**src/rtl/mem_arb_pkg.sv**
```systemverilog
// Shared types and default constants for the memory access arbiter.
// Build option: MEM_ARB_RR_EN selects round-robin conflict resolution.
package mem_arb_pkg;

  typedef enum logic [1:0] {
    IDLE  = 2'd0,
    ISSUE = 2'd1,
    RESP  = 2'd2
  } state_e;

  typedef enum logic {
    REQ_IF = 1'b0,
    REQ_D  = 1'b1
  } req_id_e;

  localparam logic [31:0] RAM_BASE_DEF  = 32'h1001_0000;
  localparam logic [31:0] RAM_BYTES_DEF = 32'd256;

endpackage

```
**src/rtl/mem_access_arbiter_arb2.sv**
```systemverilog
// Two-way winner select between the fetch and data requesters.
// Build option: MEM_ARB_RR_EN adds a "last granted" pointer for round-robin;
// without it, data always wins a conflict and no pointer state exists.
import mem_arb_pkg::*;

module arb2 (
`ifdef MEM_ARB_RR_EN
  input  logic    i_clk,
  input  logic    i_rst,
  input  logic    i_take,
`endif
  input  logic    i_req_if,
  input  logic    i_req_d,
  output logic    o_any,
  output req_id_e o_win
);

`ifdef MEM_ARB_RR_EN
  logic r_last_d;

  // Remember who won the most recent grant; reset says "data last" so fetch wins first
  always_ff @(posedge i_clk or posedge i_rst) begin
    if (i_rst) begin
      r_last_d <= 1'b1;
    end else if (i_take) begin
      r_last_d <= (o_win == REQ_D);
    end else begin
      r_last_d <= r_last_d;
    end
  end

  // Conflict goes to the requester not granted last; a lone request always wins
  always_comb begin
    o_any = i_req_if | i_req_d;
    o_win = REQ_IF;
    if (i_req_if && i_req_d) begin
      o_win = r_last_d ? REQ_IF : REQ_D;
    end else if (i_req_d) begin
      o_win = REQ_D;
    end else begin
      o_win = REQ_IF;
    end
  end
`else
  // Fixed priority: data beats fetch whenever it is requesting
  always_comb begin
    o_any = i_req_if | i_req_d;
    if (i_req_d) begin
      o_win = REQ_D;
    end else begin
      o_win = REQ_IF;
    end
  end
`endif

endmodule

```
**src/rtl/mem_access_arbiter.sv**
```systemverilog
// Arbitrates the fetch and data ports onto the single memory-system port.
// One access every two cycles: ISSUE drives the address (and the write
// strobe for legal RAM writes), RESP captures read data and re-arbitrates.
// Build option: MEM_ARB_RR_EN switches conflicts to round-robin.
import mem_arb_pkg::*;

module mem_access_arbiter #(
  parameter int                    DATA_WIDTH = 32,
  parameter logic [DATA_WIDTH-1:0] RAM_BASE   = DATA_WIDTH'(RAM_BASE_DEF),
  parameter logic [DATA_WIDTH-1:0] RAM_BYTES  = DATA_WIDTH'(RAM_BYTES_DEF)
) (
  input  logic                  clk_i,
  input  logic                  reset_i,
  input  logic                  if_req_i,
  input  logic [DATA_WIDTH-1:0] if_addr_i,
  output logic                  if_gnt_o,
  output logic                  if_rvalid_o,
  output logic [DATA_WIDTH-1:0] if_rdata_o,
  input  logic                  d_req_i,
  input  logic                  d_we_i,
  input  logic [DATA_WIDTH-1:0] d_addr_i,
  input  logic [DATA_WIDTH-1:0] d_wdata_i,
  output logic                  d_gnt_o,
  output logic                  d_rvalid_o,
  output logic [DATA_WIDTH-1:0] d_rdata_o,
  output logic                  d_err_o,
  output logic                  mem_we_o,
  output logic [DATA_WIDTH-1:0] mem_addr_o,
  output logic [DATA_WIDTH-1:0] mem_wdata_o,
  input  logic [DATA_WIDTH-1:0] mem_rdata_i,
  output logic                  busy_o
);

  state_e                r_state;
  req_id_e               r_id;
  logic                  r_we;
  logic [DATA_WIDTH-1:0] r_addr;
  logic [DATA_WIDTH-1:0] r_wdata;
  logic                  r_if_gnt;
  logic                  r_d_gnt;
  logic                  r_if_rvalid;
  logic                  r_d_rvalid;
  logic [DATA_WIDTH-1:0] r_if_rdata;
  logic [DATA_WIDTH-1:0] r_d_rdata;
  logic                  r_d_err;
  logic                  r_busy;

  logic                  w_any;
  req_id_e               w_win;
  logic                  w_take;
  logic                  w_in_ram;
  logic                  w_nxt_we;
  logic [DATA_WIDTH-1:0] w_nxt_addr;
  logic [DATA_WIDTH-1:0] w_nxt_wdata;

  arb2 u_arb2 (
`ifdef MEM_ARB_RR_EN
    .i_clk    (clk_i),
    .i_rst    (reset_i),
    .i_take   (w_take),
`endif
    .i_req_if (if_req_i),
    .i_req_d  (d_req_i),
    .o_any    (w_any),
    .o_win    (w_win)
  );

  // Requests are only sampled in IDLE and RESP; a grant is taken whenever one is pending there
  always_comb begin
    if ((r_state == IDLE) || (r_state == RESP)) begin
      w_take = w_any;
    end else begin
      w_take = 1'b0;
    end
  end

  // Fields to latch for the arbitration winner; fetch is always a read with zero write data
  always_comb begin
    if (w_win == REQ_D) begin
      w_nxt_addr  = d_addr_i;
      w_nxt_we    = d_we_i;
      w_nxt_wdata = d_wdata_i;
    end else begin
      w_nxt_addr  = if_addr_i;
      w_nxt_we    = 1'b0;
      w_nxt_wdata = {DATA_WIDTH{1'b0}};
    end
  end

  // RAM window check on the latched address; subtract first so the window may end at the top of memory
  always_comb begin
    if ((r_addr >= RAM_BASE) && ((r_addr - RAM_BASE) < RAM_BYTES)) begin
      w_in_ram = 1'b1;
    end else begin
      w_in_ram = 1'b0;
    end
  end

  // Write strobe is decoded from state so that reset removes it immediately
  always_comb begin
    if ((r_state == ISSUE) && r_we && w_in_ram) begin
      mem_we_o = 1'b1;
    end else begin
      mem_we_o = 1'b0;
    end
  end

  // Access sequencer: latch winner, pulse grant, capture response, chain the next access
  always_ff @(posedge clk_i or posedge reset_i) begin
    if (reset_i) begin
      r_state     <= IDLE;
      r_id        <= REQ_IF;
      r_we        <= 1'b0;
      r_addr      <= {DATA_WIDTH{1'b0}};
      r_wdata     <= {DATA_WIDTH{1'b0}};
      r_if_gnt    <= 1'b0;
      r_d_gnt     <= 1'b0;
      r_if_rvalid <= 1'b0;
      r_d_rvalid  <= 1'b0;
      r_if_rdata  <= {DATA_WIDTH{1'b0}};
      r_d_rdata   <= {DATA_WIDTH{1'b0}};
      r_d_err     <= 1'b0;
      r_busy      <= 1'b0;
    end else begin
      r_if_gnt    <= 1'b0;
      r_d_gnt     <= 1'b0;
      r_if_rvalid <= 1'b0;
      r_d_rvalid  <= 1'b0;
      r_d_err     <= 1'b0;
      case (r_state)
        IDLE: begin
          if (w_any) begin
            r_id     <= w_win;
            r_we     <= w_nxt_we;
            r_addr   <= w_nxt_addr;
            r_wdata  <= w_nxt_wdata;
            r_if_gnt <= (w_win == REQ_IF);
            r_d_gnt  <= (w_win == REQ_D);
            r_busy   <= 1'b1;
            r_state  <= ISSUE;
          end else begin
            r_busy  <= 1'b0;
            r_state <= IDLE;
          end
        end
        ISSUE: begin
          r_busy  <= 1'b1;
          r_state <= RESP;
        end
        RESP: begin
          if (r_id == REQ_D) begin
            r_d_rvalid <= 1'b1;
            r_d_err    <= r_we && !w_in_ram;
            if (!r_we) begin
              r_d_rdata <= mem_rdata_i;
            end else begin
              r_d_rdata <= r_d_rdata;
            end
          end else begin
            r_if_rvalid <= 1'b1;
            r_if_rdata  <= mem_rdata_i;
          end
          if (w_any) begin
            r_id     <= w_win;
            r_we     <= w_nxt_we;
            r_addr   <= w_nxt_addr;
            r_wdata  <= w_nxt_wdata;
            r_if_gnt <= (w_win == REQ_IF);
            r_d_gnt  <= (w_win == REQ_D);
            r_busy   <= 1'b1;
            r_state  <= ISSUE;
          end else begin
            r_busy  <= 1'b0;
            r_state <= IDLE;
          end
        end
        default: begin
          r_busy  <= 1'b0;
          r_state <= IDLE;
        end
      endcase
    end
  end

  assign if_gnt_o    = r_if_gnt;
  assign if_rvalid_o = r_if_rvalid;
  assign if_rdata_o  = r_if_rdata;
  assign d_gnt_o     = r_d_gnt;
  assign d_rvalid_o  = r_d_rvalid;
  assign d_rdata_o   = r_d_rdata;
  assign d_err_o     = r_d_err;
  assign mem_addr_o  = r_addr;
  assign mem_wdata_o = r_wdata;
  assign busy_o      = r_busy;

endmodule

```
**config.mk**
```make
export PLATFORM = sky130hd
export DESIGN_NAME = mem_access_arbiter
export DESIGN_NICKNAME = d
export VERILOG_FILES = /design/src/rtl/mem_arb_pkg.sv /design/src/rtl/mem_access_arbiter_arb2.sv /design/src/rtl/mem_access_arbiter.sv
export SDC_FILE = /design/constraint.sdc
export NUM_CORES = 1
export LEC_CHECK = 0
export BUFFER_PORTS_ARGS = -buffer_cell sky130_fd_sc_hd__buf_2
export CELL_PAD_IN_SITES_DETAIL_PLACEMENT = 1
export CELL_PAD_IN_SITES_GLOBAL_PLACEMENT = 2
export CORE_AREA = 2 2 145 147
export CTS_CLUSTER_DIAMETER = 100
export DETAILED_ROUTE_END_ITERATION = 6
export DIE_AREA = 0 0 147 149
export GPL_ROUTABILITY_DRIVEN = 0
export PLACE_DENSITY = 0.75
export SYNTH_ARGS = -nofsm -noshare
export SYNTH_HDL_FRONTEND = slang
export SYNTH_HIERARCHICAL = 1
export SYNTH_SLANG_ARGS = --single-unit
export TNS_END_PERCENT = 30
```
**constraint.sdc**
```tcl
create_clock -name clk_i -period 5.1 [get_ports clk_i]
set_input_delay 1.02 -clock clk_i [delete_from_list [all_inputs] [get_ports clk_i]]
set_output_delay 1.02 -clock clk_i [all_outputs]
set_load 0.02 [all_outputs]
```
After elaboration in Yosys (flattened, before gate mapping)
Index checks and enable logic that the tools add are counted.
Storage, ports and cells
  flip-flop bits (word level): 138
  input bits: 133
  output and inout bits: 135
  logic and storage cells: 52
Cells by class
  add/subtract/negate cells: 1
  $lt $le $gt $ge: 2
  equality and inequality tests: 2
  multiplexer cells: 20
  bitwise logic cells: 4
  reduce and logical (&&, ||, !) cells: 10
Operators by type and width (count)
  $mux 32: 2
  $ge 32x29->1 const B: 1
  $lt 32x9->1 const B: 1
  $sub 32x29->32 const B: 1
  $mux 1: 16
  $logic_and 1x1->1: 4
  $pmux 2 s2: 1
  $reduce_and 2->1: 2
  $not 1->1: 3
  $reduce_and 3->1: 1
  $eq 2x1->1 const B: 1
  $eq 2x2->1 const B: 1
  $logic_not 2->1: 1
  $pmux 1 s2: 1
  $reduce_or 2->1: 1
  $logic_not 1->1: 1
  $or 1x1->1: 1

Longest topological paths before layout
Gate-level depths: netlist (run 1).
  depth after elaboration: 8
  depth in mapped cells: 7
  gate-level depth less buffers: 5

Hierarchy
Netlist (run 1), hierarchy kept.
By module, submodules not included
  mem_access_arbiter: instances 1, cells an instance 455, area each 5575.3 um2
  arb2: instances 1, cells an instance 2, area each 13.8 um2

Worst setup path before layout (run 1)
Ideal clock, no wire load.
  path type: reg2out
  start: register r_addr[16] (netlist: mem_addr_o[16])
  end: output mem_we_o
  data arrival time: 1.429 ns
  required time: 4.080 ns
  setup slack: 2.651 ns
  stages on the path, launching flop included: 5
  path through: dfrtp_1 -> nor4b_2 -> o21ai_1 -> a311oi_1 -> and3_1
On the way
  word-level cells in the longest chain between the ends: 6
  elaborated cells between the ends (all ways): 7
  classes of those cells: 1 x add/sub; 2 x order compare; 2 x mux; 2 x reduce/logical
Ends and longest elaborated chain
  start, declared: RTL line mem_access_arbiter.sv:37  | logic [DATA_WIDTH-1:0] r_addr;
  start signal, assigned: RTL line mem_access_arbiter.sv:114  | r_addr <= {DATA_WIDTH{1'b0}};
  start signal, assigned: RTL line mem_access_arbiter.sv:135  | r_addr <= w_nxt_addr;
  start signal, assigned: RTL line mem_access_arbiter.sv:166  | r_addr <= w_nxt_addr;
  $sub 32x29->32: RTL line mem_access_arbiter.sv:92  | if ((r_addr >= RAM_BASE) && ((r_addr - RAM_BASE) < RAM_BYTES)) begin
  $lt 32x9->1: RTL line mem_access_arbiter.sv:92
  $logic_and 1x1->1 *: RTL line mem_access_arbiter.sv:92
  $mux 1 *: RTL line mem_access_arbiter.sv:92
  $logic_and 1x1->1 *: RTL line mem_access_arbiter.sv:101  | if ((r_state == ISSUE) && r_we && w_in_ram) begin
  $mux 1 *: RTL line mem_access_arbiter.sv:101
  end, declared: RTL line mem_access_arbiter.sv:27  | output logic mem_we_o,
Every way passes the cells marked *; elsewhere a longest branch is shown, timed or not.

Final worst setup path (run 1)
  start: register r_addr[10] (netlist: mem_addr_o[10])
  end: output mem_we_o
The elaborated chain is that of the path after synthesis.

==> flow_summary_export.csv, run 1 <==
group,metric,value,unit
layout,antenna_cells,0,
min_path,min_from,"mem_wdata_o[13]",
route,wl_per_cell,15.9,microns
layout,finalNonFillerCells,1005,
global_routing,antenna_found_initial,0,
synthesis,synth_flop_cell,"dfrtp_1",
clock_tree,insertion_delay,0.42,ns
clock_tree,numCtsBuffers,17,
layout,multi_input_area,0.00196,sq mm
synthesis,synth_edf_count,0,
sta,maxSlewViolCount,0,
job,max_cap_violations,0,
sta,rsz0062_at_grt,"false",
power,p_leak,4.02,nW
floorplanning,initial_core_util,0.272,
clock_tree,post-cts-setup-buffers,0,
outcome,status,"finished, final reports clean",
placed_design,dpl.hpwl,11800,microns
route,drt-total-wl,16000,microns
synthesis,netlist_area,0.00559,sq mm
clock_tree,cts_tree,"built",
critical_path,end_kind,"output port",
synthesis,synthArstFlopShare,1.00,
global_routing,grt_max_degree,111,
clock_tree,path_clk_slew,0.06,ns
critical_path,crit_fanout,3,
layout,design_area,0.00772,sq mm
layout,fin_nets,850,
synthesis,synthCells,457,
critical_path,cp-startpoint,"mem_addr_o[10]",
synthesis,ys_types,34,
critical_path,start_kind,"flop",
floorplanning,core,0.0206,sq mm
synthesis,yosysTopAreaCellShare,0.618,
floorplanning,rows,53,
critical_path,crit_chain,"nor4_1 -> nand3_1 -> a311oi_1 -> and3_1 -> buf_2",
min_path,whs_endpoint,"mem_wdata_o[13]",
synthesis,synth_top_cell_by_area,"dfrtp_1",
power,totalPowerFinal,4.17,mW
layout,register_area,0.00345,sq mm
global_routing,grt_overflow,0,
synthesis,yosysSeqAreaShare,0.618,
clock_tree,cts_num_sinks,138,
placed_design,placed_area,0.00713,sq mm
synthesis,synth_warnings,6,
clock_tree,cts_max_level,4,
clock_tree,cts_root_buf,"clkbuf_16",
critical_path,rr_startpoint,"r_state[0]",
floorplanning,io_pins,268,
critical_path,slowest_stage,"nor4_1",
critical_path,r2r_slack,2.66,ns
synthesis,synth_area_leaders,"dfrtp_1 62%, mux2_2 12%, nand2_1 6.7%, mux2i_1 5.7%, nand3_1 3.0%",
power,p_per_area,541,mW/mm^2
power,irDropWorstVdd,193,uV
floorplanning,dieArea,0.0219,sq mm
critical_path,r2r-end,"r_id",
layout,syn2layout_area_growth,38.1,%
sta,fin_setup_tns,0,ns
clock_tree,cts.path.max_buffers,2,
critical_path,criticalPathCategory,"reg2out",
floorplanning,die_y,149,microns
placed_design,io_buffers,267,
global_routing,grt_pass1_wl,25700,microns
sta,fmax,0.301,GHz
route,antenna_left,0,
synthesis,synth_seq_cells,138,
floorplanning,die_x,147,microns
sta,finClkSkew,0.0122,ns
sta,finalHoldViolCount,0,
sta,slew-limit-headroom,0.336,
route,drt_iter0_drc,115,
placed_design,place_inst,973,
route,first_pass_iters,4,
min_path,min_path_type,"reg2reg",
clock_tree,cts-resized-gates,0,
route,via_count,4436,
sta,final.min_clock_period,3.32,ns
layout,drive_above_1_share,0.507,
sta,finalCritPeriodShare,0.651,
sta,fin_ws,1.78,ns
sta,setup_violations,0,
route,drc,0,
synthesis,syn_nets,590,
critical_path,rr_worst_depth,4,
global_routing,gr-usage-all-layers,0.150,
placed_design,dp_slack,1.84,ns
global_routing,grt_pass1_vias,4815,
route,viasPerCell,4.41,
layout,fill_cells,2357,
min_path,hold_depth,2,
sta,tightest_slew,0.996,ns
critical_path,crit_required,4.08,ns
clock_tree,hold_buffers,0,
synthesis,synth.avg_cell_area,12.2,sq um
critical_path,critPathArrivalTime,2.30,ns
critical_path,crit_path_max_incr_delay,0.50,ns
[power breakdown]
group | total [mW] | switching (mW) | leakage (nW) | internal (mW)
Combinational | 1.33 | 0.816 | 2.04 | 0.514
Sequential | 1.63 | 0.192 | 1.69 | 1.44
Clock | 1.21 | 0.520 | 0.289 | 0.694
[stage by stage]
| stage | util | hold slack (ns) |
|---|---|---|
| 3_5_place_dp | 0.347 | 0.456 |
| 6_report | 0.375 | 0.465 |
| 4_1_cts | 0.375 | 0.470 |
| 2_1_floorplan | - | 0.496 |
| 5_1_grt | 0.375 | 0.493 |
| 3_3_place_gp | 0.347 | 0.448 |
[state kept, by name (all words and copies together) (netlist names)]
name         count
r_id             1
mem_wdata_o     32
d_rdata_o       32
r_we             1
r_state          2
d_rvalid_o       1
if_rvalid_o      1
if_rdata_o      32
mem_addr_o      32
if_gnt_o         1
busy_o           1
d_gnt_o          1
d_err_o          1
[worst max-delay path by stage]
stage	to	slack, ns	depth (start not counted)
6_report	mem_we_o	1.78	5
5_1_grt	mem_we_o	1.55	5
4_1_cts	mem_we_o	1.66	5
3_5_place_dp	r_id	1.84	6
3_3_place_gp	r_id	1.88	6
2_1_floorplan	busy_o	0.38	1
[routing by layer]
metal / GRT usage / part of all wire
met2: 0.265 / 0.51
met4: 0.0413 / 0.0087
met3: 0.0502 / 0.069
met5: 0 / 0
met1: 0.175 / 0.41
[placed cells by master (no fill, tap or decap)]
master	count
a21o_1	1
a311oi_1	1
and2_1	1
and3_1	1
buf_2	267
buf_4	3
bufinv_16	1
clkbuf_16	17
clkinv_2	2
clkinv_4	2
clkinv_8	1
clkinvlp_4	1
dfrtp_1	138
inv_1	1
inv_2	1
inv_6	5
inv_8	4
mux2_1	5
mux2_2	59
mux2i_1	32
nand2_1	100
nand2b_4	1
nand3_1	34
nand3b_4	1
nand4_1	1
nor2_1	3
nor2_4	1
nor2b_1	1
nor3_1	2
nor3b_1	1
nor3b_4	1
nor4_1	2
nor4b_1	1
nor4b_2	2
o211ai_1	1
o21ai_0	32
o21ai_1	1
or2_1	1
or2_2	1
[logic make-up after synthesis]
group	after synthesis	synth area share
buffers and inverters	32	0.0334
DFF	138	0.618
muxes	96	0.186
AOI/OAI and AO/OA	36	0.0338
and+or+nand+nor	155	0.129
[critical path: cells and delay by family (launching register included)]
kind | cells | cell delay (ns)
AO/OA/AOI/OAI | 1 | 0.43
AND/OR/NAND/NOR | 3 | 0.90
buffers and inverters | 1 | 0.17
flip-flops | 1 | 0.39
[cell usage after synthesis, types with 2 or more instances]
cell type,number
dfrtp_1,138
nand2_1,100
mux2_2,59
nand3_1,34
mux2i_1,32
o21ai_0,32
buf_2,11
clkbuf_1,9
buf_6,6
mux2_1,5
nor2_1,3
buf_4,2
inv_1,2
nor3_1,2
nor4_1,2
nor4b_2,2
[area by class of cell]
class	count	share of cell area
Clock buffer	17	0.0551
Multi-Input combinational cell	287	0.254
Tap cell	275	0.0446
Inverter	3	0.00211
Clock inverter	15	0.0209
Timing Repair Buffer	270	0.176
Sequential cell	138	0.448
No activity file was read; power rests on OpenSTA's default activity.
==> run 2, diff against run 1 <==
Settings changed: CORE_AREA 2 2 145 147 to 2 2 153 155, DIE_AREA 0 0 147 149 to 0 0 155 157, PLACE_DENSITY 0.75 to 0.71.
Clock period 5.1 ns to 2.9 ns, I/O delays scaled along.
==> run 2 against run 1 <==
Worst setup slack worse by 1.6 ns. Worst hold slack worse by 0.073 ns. Critical path depth rose by 1. Final area rose by 0.55%. Sequential share of layout area decreased by 0.25 points. Flip-flop and latch count is the same. Combinational power is 77% higher. First-iteration DRC count grew 66%. Final cell count increased by 1.3%. Critical path type unchanged. Global-route usage decreased by 1.6 points.
==> flow_summary_export.csv, run 2 (same netlist as run 1, synthesis figures left out) <==
group,metric,value,unit
placed_design,dpl.hpwl,12000,microns
sta,finClkSkew,0.0114,ns
sta,final.min_clock_period,2.68,ns
clock_tree,cts_max_level,4,
placed_design,place_inst,986,
clock_tree,path_clk_slew,0.06,ns
route,drc,0,
layout,syn2layout_area_growth,38.8,%
critical_path,start_kind,"flop",
placed_design,io_buffers,267,
route,drt-met1-wl,7030,microns
sta,rsz0062_at_grt,"false",
floorplanning,io_pins,268,
critical_path,crit_fanout,3,
floorplanning,dieArea,0.0243,sq mm
placed_design,dp_slack,0.370,ns
sta,tightest_slew,0.762,ns
critical_path,crit_chain,"nor4b_2 -> nand4_1 -> a311oi_1 -> buf_4 -> and3_1 -> buf_2",
route,first_pass_iters,4,
global_routing,grt_max_degree,139,
layout,drive_above_1_share,0.509,
power,switchingPower,2.71,mW
sta,setup_violations,0,
route,wl_met3,1140,microns
critical_path,critPathArrivalTime,2.10,ns
power,p_leak,4.02,nW
global_routing,grt_overflow,0,
critical_path,crit_required,2.32,ns
route,drt-total-wl,16400,microns
power,irDropWorstVdd,304,uV
route,via_count,4443,
layout,finalNonFillerCells,1018,
clock_tree,numCtsBuffers,17,
critical_path,critPathBufInv,2,
route,wl_met2,8120,microns
sta,fin_setup_tns,0,ns
layout,fin_nets,853,
clock_tree,cts-resized-gates,1,
clock_tree,cts_root_buf,"clkbuf_16",
critical_path,rr_startpoint,"r_state[0]",
critical_path,r2r_slack,1.12,ns
route,drt_iter0_drc,191,
clock_tree,cts_tree,"built",
critical_path,crit_cells,6,
floorplanning,initial_core_util,0.248,
global_routing,grt_pass1_wl,25600,microns
critical_path,rr_worst_depth,4,
sta,fmax,0.374,GHz
sta,slew-limit-headroom,0.492,
critical_path,criticalPathCategory,"reg2out",
critical_path,crit_path_max_incr_delay,0.42,ns
critical_path,r2r-end,"r_id",
floorplanning,core,0.0225,sq mm
global_routing,grt_pass1_vias,4764,
route,wl_per_cell,16.1,microns
power,power.share.switching,0.372,
power,seqPwrFrac,0.394,
critical_path,cp-startpoint,"mem_addr_o[26]",
clock_tree,cts_num_sinks,138,
layout,layout_common_cells,"267 x buf_2, 138 x dfrtp_1, 100 x nand2_1",
layout,fin_util,0.345,
job,max_cap_violations,0,
sta,maxSlewViolCount,0,
layout,fill_cells,2540,
sta,finalHoldViolCount,0,
layout,antenna_cells,0,
outcome,status,"finished, final reports clean",
route,maxUsedRoutingLayer,"met4",
clock_tree,hold_buffers,0,
clock_tree,insertion_delay,0.41,ns
critical_path,critical_path.endpoint,"mem_we_o",
global_routing,antenna_found_initial,0,
global_routing,gr-usage-all-layers,0.134,
min_path,min_path_type,"in2reg",
layout,final_common_cell,"buf_2",
floorplanning,die_y,157,microns
critical_path,path_delay_family,"simple AND/OR/NAND/NOR gates",
power,p_per_area,938,mW/mm^2
critical_path,end_kind,"output port",
critical_path,slowest_stage,"dfrtp_1",
floorplanning,rows,55,
route,viasPerCell,4.36,
sta,fin_ws,0.224,ns
route,antenna_left,0,
clock_tree,post-cts-setup-buffers,0,
power,combPwrFrac,0.324,
power,p_int,4.57,mW
clock_tree,cts.path.max_buffers,2,
sta,finalCritPeriodShare,0.923,
floorplanning,die_x,155,microns
power,clkPwrFrac,0.282,
==> run 2: cell type report <==
type | count | area (sq um) | share of cell area
flip-flops and latches | 138 | 3450 | 0.445
multi-input cells | 287 | 1960 | 0.253
repair buffers | 273 | 1420 | 0.183
clock buffers | 18 | 429 | 0.0553
well taps | 285 | 357 | 0.0460
clock inverters | 14 | 123 | 0.0158
inverters | 3 | 15.0 | 0.00194
==> run 2: per-layer routing <==
layer,global-route usage,up-vias
met3,0.0430,7
met2,0.233,169
li1,-,2081
met5,0,-
met4,0.0331,0
met1,0.162,2186
==> run 2: power by group through the flow <==
stage	Combinational [mW]	Sequential, mW	Clock, mW
4_1_cts	2.40	2.88	2.14
3_5_place_dp	2.40	2.91	0
6_report	2.36	2.87	2.06
2_1_floorplan	0.697	3.63	0
5_1_grt	2.53	2.96	2.21
3_3_place_gp	2.34	2.86	0
==> run 2: through the flow <==
stage / area (sq um) / power (mW) / hold slack, ns
after floorplan: 5590 / 4.32 / 0.496
after global placement: 7200 / 5.21 / 0.447
after detailed placement: 7200 / 5.31 / 0.459
after CTS: 7760 / 7.41 / 0.368
after global routing: 7760 / 7.71 / 0.382
final: 7760 / 7.28 / 0.392
==> run 2: how the worst min path moves through the flow <==
stage / depth (start not counted) / from / to / slack (ns)
after detailed placement: 2 / mem_wdata_o[1] / mem_wdata_o[1] / 0.46
after CTS: 3 / d_wdata_i[5] / mem_wdata_o[5] / 0.37
final: 3 / d_wdata_i[26] / mem_wdata_o[26] / 0.39
after floorplan: 1 / r_state[1] / r_state[1] / 0.50
after global placement: 2 / mem_wdata_o[24] / mem_wdata_o[24] / 0.45
after global routing: 3 / d_wdata_i[26] / mem_wdata_o[26] / 0.38
==> run 2: worst reg2reg max path: cells and delay by family, from the launching register on <==
kind | cells | cell delay (ns)
AOI/OAI and AO/OA | 1 | 0.15
buffers and inverters | 1 | 0.37
DFF | 1 | 0.43
and+or+nand+nor | 2 | 0.73
